<file path="src/rtl/fm_rx_pkg.sv">
// Shared width constants and sizing helper for the FM receiver FIR tap arithmetic.
package fm_rx_pkg;

  localparam int COEFF_W   = 16;
  localparam int SAMPLE_W  = 16;
  localparam int ACC_W     = 30;
  localparam int FRAC_BITS = 14;

  // One guard bit above the wider of product and addend so the sum never overflows internally.
  function automatic int sum_width(input int prod_w, input int add_w);
    return ((prod_w > add_w) ? prod_w : add_w) + 1;
  endfunction

endpackage

</file>
<file path="src/rtl/fm_rx_pipe_reg.sv">
// Width-parameterised pipeline register with synchronous active-low clear and clock enable.
module fm_rx_pipe_reg #(
  parameter int WIDTH = 1
) (
  input  logic             clk,
  input  logic             rst_n,
  input  logic             ce,
  input  logic [WIDTH-1:0] d,
  output logic [WIDTH-1:0] q
);

  always_ff @(posedge clk) begin
    if (!rst_n) q <= '0;
    else if (ce) q <= d;
  end

endmodule

</file>
<file path="src/rtl/fm_rx_mbkb_muladd.sv">
// Signed multiply-add dout = din0*din1 + din2 with NUM_STAGE-1 pipeline registers.
// Optional saturation of the result is enabled by FM_RX_MBKB_MULADD_SATURATE_EN.
module fm_rx_mbkb_muladd
  import fm_rx_pkg::*;
#(
  parameter int ID         = 1,
  parameter int NUM_STAGE  = 1,
  parameter int din0_WIDTH = COEFF_W,
  parameter int din1_WIDTH = SAMPLE_W,
  parameter int din2_WIDTH = ACC_W,
  parameter int dout_WIDTH = ACC_W
) (
  input  logic                  ap_clk,
  input  logic                  ap_rst_n,
  input  logic                  ce,
  input  logic [din0_WIDTH-1:0] din0,
  input  logic [din1_WIDTH-1:0] din1,
  input  logic [din2_WIDTH-1:0] din2,
  output logic [dout_WIDTH-1:0] dout
);

  localparam int PROD_W    = din0_WIDTH + din1_WIDTH;
  localparam int SUM_W     = sum_width(PROD_W, din2_WIDTH);
  localparam int unused_id = ID;

  logic [din0_WIDTH-1:0] op_a;
  logic [din1_WIDTH-1:0] op_b;
  logic [din2_WIDTH-1:0] op_c;
  logic [PROD_W-1:0]     a_ext, b_ext, prod;
  logic [PROD_W-1:0]     prod_s;
  logic [din2_WIDTH-1:0] add_s;
  logic [SUM_W-1:0]      sum, sum_s;

  generate
    if (NUM_STAGE == 1) begin : g_op_comb
      logic unused_ctrl;
      assign unused_ctrl = ^{ap_clk, ap_rst_n, ce};
      assign op_a = din0;
      assign op_b = din1;
      assign op_c = din2;
    end else begin : g_op_reg
      fm_rx_pipe_reg #(.WIDTH(din0_WIDTH + din1_WIDTH + din2_WIDTH)) u_stage1 (
        .clk   (ap_clk),
        .rst_n (ap_rst_n),
        .ce    (ce),
        .d     ({din0, din1, din2}),
        .q     ({op_a, op_b, op_c})
      );
    end
  endgenerate

  // Sign-extend to full product width; low PROD_W bits of the unsigned product are exact.
  assign a_ext = {{din1_WIDTH{op_a[din0_WIDTH-1]}}, op_a};
  assign b_ext = {{din0_WIDTH{op_b[din1_WIDTH-1]}}, op_b};
  assign prod  = a_ext * b_ext;

  generate
    if (NUM_STAGE <= 2) begin : g_prod_comb
      assign prod_s = prod;
      assign add_s  = op_c;
    end else begin : g_prod_reg
      fm_rx_pipe_reg #(.WIDTH(PROD_W + din2_WIDTH)) u_stage2 (
        .clk   (ap_clk),
        .rst_n (ap_rst_n),
        .ce    (ce),
        .d     ({prod, op_c}),
        .q     ({prod_s, add_s})
      );
    end
  endgenerate

  assign sum = {{(SUM_W - PROD_W){prod_s[PROD_W-1]}}, prod_s}
             + {{(SUM_W - din2_WIDTH){add_s[din2_WIDTH-1]}}, add_s};

  generate
    if (NUM_STAGE <= 3) begin : g_sum_comb
      assign sum_s = sum;
    end else begin : g_sum_reg
      logic [SUM_W-1:0] chain [0:NUM_STAGE-3];
      assign chain[0] = sum;
      for (genvar i = 0; i < NUM_STAGE - 3; i++) begin : g_stage
        fm_rx_pipe_reg #(.WIDTH(SUM_W)) u_sum (
          .clk   (ap_clk),
          .rst_n (ap_rst_n),
          .ce    (ce),
          .d     (chain[i]),
          .q     (chain[i+1])
        );
      end
      assign sum_s = chain[NUM_STAGE-3];
    end
  endgenerate

`ifdef FM_RX_MBKB_MULADD_SATURATE_EN
  // In range only when every bit from the result sign bit upward agrees.
  logic in_range;
  assign in_range = (sum_s[SUM_W-1:dout_WIDTH-1] == '0) || (sum_s[SUM_W-1:dout_WIDTH-1] == '1);
  always_comb begin
    dout = sum_s[dout_WIDTH-1:0];
    if (!in_range) dout = {sum_s[SUM_W-1], {(dout_WIDTH-1){~sum_s[SUM_W-1]}}};
  end
`else
  logic unused_hi;
  assign unused_hi = ^sum_s[SUM_W-1:dout_WIDTH];
  assign dout = sum_s[dout_WIDTH-1:0];
`endif

endmodule

</file>
<file path="config.mk">
export PLATFORM = sky130hd
export DESIGN_NAME = fm_rx_mbkb_muladd
export DESIGN_NICKNAME = d
export VERILOG_FILES = /design/src/rtl/fm_rx_pkg.sv /design/src/rtl/fm_rx_pipe_reg.sv /design/src/rtl/fm_rx_mbkb_muladd.sv
export SDC_FILE = /design/constraint.sdc
export NUM_CORES = 1
export LEC_CHECK = 0
export ABC_CLOCK_PERIOD_IN_PS = 20100
export BUFFER_PORTS_ARGS = -buffer_cell sky130_fd_sc_hd__buf_2
export CORE_MARGIN = 1
export CORE_UTILIZATION = 38
export DETAILED_ROUTE_END_ITERATION = 10
export PLACE_DENSITY = 0.56
export SLEW_MARGIN = 20
export SYNTH_ARGS = -nofsm -noshare
export SYNTH_HDL_FRONTEND = slang
export SYNTH_HIERARCHICAL = 1
export SYNTH_SLANG_ARGS = --single-unit
</file>
<file path="constraint.sdc">
create_clock -name vclk -period 20.1
set_input_delay 4.02 -clock vclk [all_inputs]
set_output_delay 4.02 -clock vclk [all_outputs]
set_load 0.1 [all_outputs]
</file>
# Word level (Yosys, flattened, before mapping)
# Cells that the tools add are included.
[totals]
regBits = 0
inputBits = 65
output_inout_bits = 30
wordCells = 2
[classes]
addsub = 1
n_mul = 1
[op_table]
columns = ["cell", "count"]
rows = [
  ["30-bit adder", 1],
  ["16-bit by 16-bit multiplier with 30-bit output", 1],
]

# Depth between registers and ports, before layout
[logic_depth]
word_depth = 2
depth_mapped = 23

# Least setup slack after synthesis
# Ideal clock, no wire load.
[synth_path]
kind = "input to output"
start = "input port din0[10]"
end = "output port dout[26]"
arrival_ps = 12297
required_ps = 16080
setup_slack_ps = 3783
cell_stages = 19
n_path_buf = 1
path_cell_list = "clkbuf_1 nand2_1 fa_1 fa_1 fa_1 fa_1 inv_1 fa_1 inv_1 fa_1 inv_1 ha_1 and3_1 a221oi_2 o21a_1 nand2_1 o21ai_2 o21ai_2 o311ai_0"
[synth_via]
elab_chain_cells = 2
[synth_rtl]
columns = ["element", "line_no", "text"]
rows = [
  ["from (decl)", "fm_rx_mbkb_muladd.sv:16", "input logic [din0_WIDTH-1:0] din0,"],
  ["16-bit by 16-bit multiplier with 30-bit output", "fm_rx_mbkb_muladd.sv:55", "assign prod = a_ext * b_ext;"],
  ["30-bit adder", "fm_rx_mbkb_muladd.sv:73", "+ {{(SUM_W - din2_WIDTH){add_s[din2_WIDTH-1]}}, add_s};"],
  ["to (decl)", "fm_rx_mbkb_muladd.sv:19", "output logic [dout_WIDTH-1:0] dout"],
]
# Every way passes these cells.

# Worst setup path after layout
[layout_path]
start = "input port din1[1]"
end = "output port dout[27]"
[layout_via]
elab_chain_cells = 2
[layout_rtl]
columns = ["element", "line_no", "text"]
rows = [
  ["from (decl)", "fm_rx_mbkb_muladd.sv:17", "input logic [din1_WIDTH-1:0] din1,"],
  ["16-bit by 16-bit multiplier with 30-bit output", "fm_rx_mbkb_muladd.sv:55", ""],
  ["30-bit adder", "fm_rx_mbkb_muladd.sv:73", ""],
]
# Every way passes these cells.

==> impl_metrics.yaml <==
routing:
  dr_total_vias: 7233
  first_pass_iters: 5
  detail-route-antenna-nets: 0
  routed_via_density: 4.69
  finalWirelength_um: 23300
  wire_per_inst_um: 15.1
  drt-initial-drc-count: 263
  drc: 0
timing:
  fin_crit_sh_pct: 71.7
  slew_headroom_pct: 49.0
  max_freq_mhz: 69.4
  rsz0062_at_grt: "no"
  tightest_slew_ns: 0.763
  setup_viol: 0
  min_period_ns: 14.40
  final.setup.tns_ns: 0
  final_max_slew_viol_count: 0
  hold_slack_ns: 8.61
  finalHoldViolations: 0
outcome:
  status: "complete, no violations"
layout:
  drive_above_1_share_pct: 8.57
  seqCellArea_um2: 0
  n_antenna_cell: 0
  clkbuf_count: 0
  multi_input_area_mm2: 0.00904
  fillerInstances: 2782
  nets: 1638
  syn2layout_area_growth_pct: 7.39
  seq_cells: 0
synthesis:
  syn-num-nets: 1576
  yosysMostFrequentCell: "inv_1"
  synthDistinctLibCells: 40
  synth_top_cell_by_area: "fa_1"
  yosys-top-cells-area: "fa_1 (53%), inv_1 (12%), ha_1 (11%), and2_1 (7.1%), nand2_1 (4.7%)"
  ys_seq_area_share_pct: 0
  synth_top_cells_by_count: "inv_1 (326), fa_1 (276), nand2_1 (131)"
  avgSynthCellArea_um2: 9.09
  ys_warn_count: 6
  syn_inst: 1142
  syn_area_mm2: 0.0104
  yosysTopAreaCellShare_pct: 53.2
worst_hold_path:
  hp-class: "in -> out"
floorplan:
  fp-row-count: 60
  start_util_pct: 38.6
  die_h_um: 167
  io_pins: 95
  fp.coreArea_mm2: 0.0269
  die_area_mm2: 0.0280
  die_w_um: 167
setup_path:
  path_cells: "buf_2 -> nand2_1 -> inv_1 -> fa_1 -> inv_1 -> fa_1 -> fa_1 -> fa_1 -> fa_1 -> fa_1 -> inv_1 -> ha_1 -> nand2_1 -> or4b_1 -> a21oi_2 -> o221ai_2 -> a2111o_1 -> o211ai_2 -> buf_2"
  cpMostUsedCell: "fa_1"
  slowest_stage: "fa_1"
  critPathMaxStageDelay_ns: 0.71
  setup.worst_path.end_class: "primary output"
  critical_path_class: "in -> out"
  worstPathRequired_ns: 16.08
  cp-start-kind: "input pin"
  crit_family: "adder cells"
  cp.buffers_inverters: 5
  worst-path-max-fanout: 16
  cp.arrival_ns: 10.38
place:
  place.gp.congestion: 0.832
  port_buffers: 92
  hpwl_um: 20400
grt:
  grt_max_degree: 18
  met3_usage_pct: 0.874
  grt_first_pass_wirelength_um: 41200
  grt_use_total_pct: 18.3
  grt_pass1_vias: 8024
  grt.overflow.total: 0
  grt.met1_usage_pct: 24.5
  top_usage_layer: "met2"
  antenna_found_initial: 0
  grt_use_met2_pct: 33.9
clocking:
  cts_resized: 0
  hold_buffers: 0
  postCtsSetupBuffers: 0
run:
  maxCapViolCount: 0
final timing paths:
kind	start	to	slack, ns	cells past startpoint
worst min-delay path	din2[0]	dout[0]	8.61	3
worst max-delay path	din1[1]	dout[27]	5.70	19
kinds of logic (layout without fill, tap and decap cells):
group           after synthesis  after routing  synth area share (%)
buf+inv                     358            418                  12.9
fa+ha+maj                   369            369                  64.4
simple gates                307            307                  14.7
compound gates               70             70                  4.73
xor+xnor                     38             38                  3.21
layer usage:
layer  part of all wire, %  vias to the layer above
met3                   2.2                        8
met2                    52                       92
met5                     0                        -
met4                  0.85                        0
met1                    45                     3730
li1                      -                     3403
layout by cell type, fill, tap and decap left out, types with 3 or more instances in the layout:
cell type | netlist | routed
nand3_1 | 6 | 6
inv_1 | 326 | 326
o21a_1 | 6 | 6
ha_1 | 93 | 93
o21ai_2 | 3 | 3
a21oi_1 | 22 | 22
a21o_1 | 9 | 9
nand2b_1 | 8 | 8
and3_1 | 3 | 3
xnor2_1 | 29 | 29
nand2_1 | 131 | 131
and2_1 | 118 | 118
o21ai_0 | 8 | 8
nor2b_1 | 3 | 3
nor2_1 | 28 | 28
buf_2 | 0 | 92
xor2_1 | 9 | 9
o21bai_1 | 4 | 4
fa_1 | 276 | 276
layout make-up:
class                      count  share of cell area [%]
inverter                     326                    11.0
tap                          341                    3.83
multi-input combinational    784                    81.1
timing repair buffer          92                    4.13
through the flow:
step	setup WS, ns	util, %	std cells	area (um^2)
6_report	5.70	41.5	1543	11100
5_1_grt	5.41	41.5	1543	11100
3_5_place_dp	5.70	41.5	1543	11100
4_1_cts	5.67	41.5	1543	11100
2_1_floorplan	3.78	-	1142	10400
3_3_place_gp	5.71	41.5	1543	11100
Power is not shown: default switching activity piles up to over one toggle a cycle in this logic, so the estimate is an artifact.
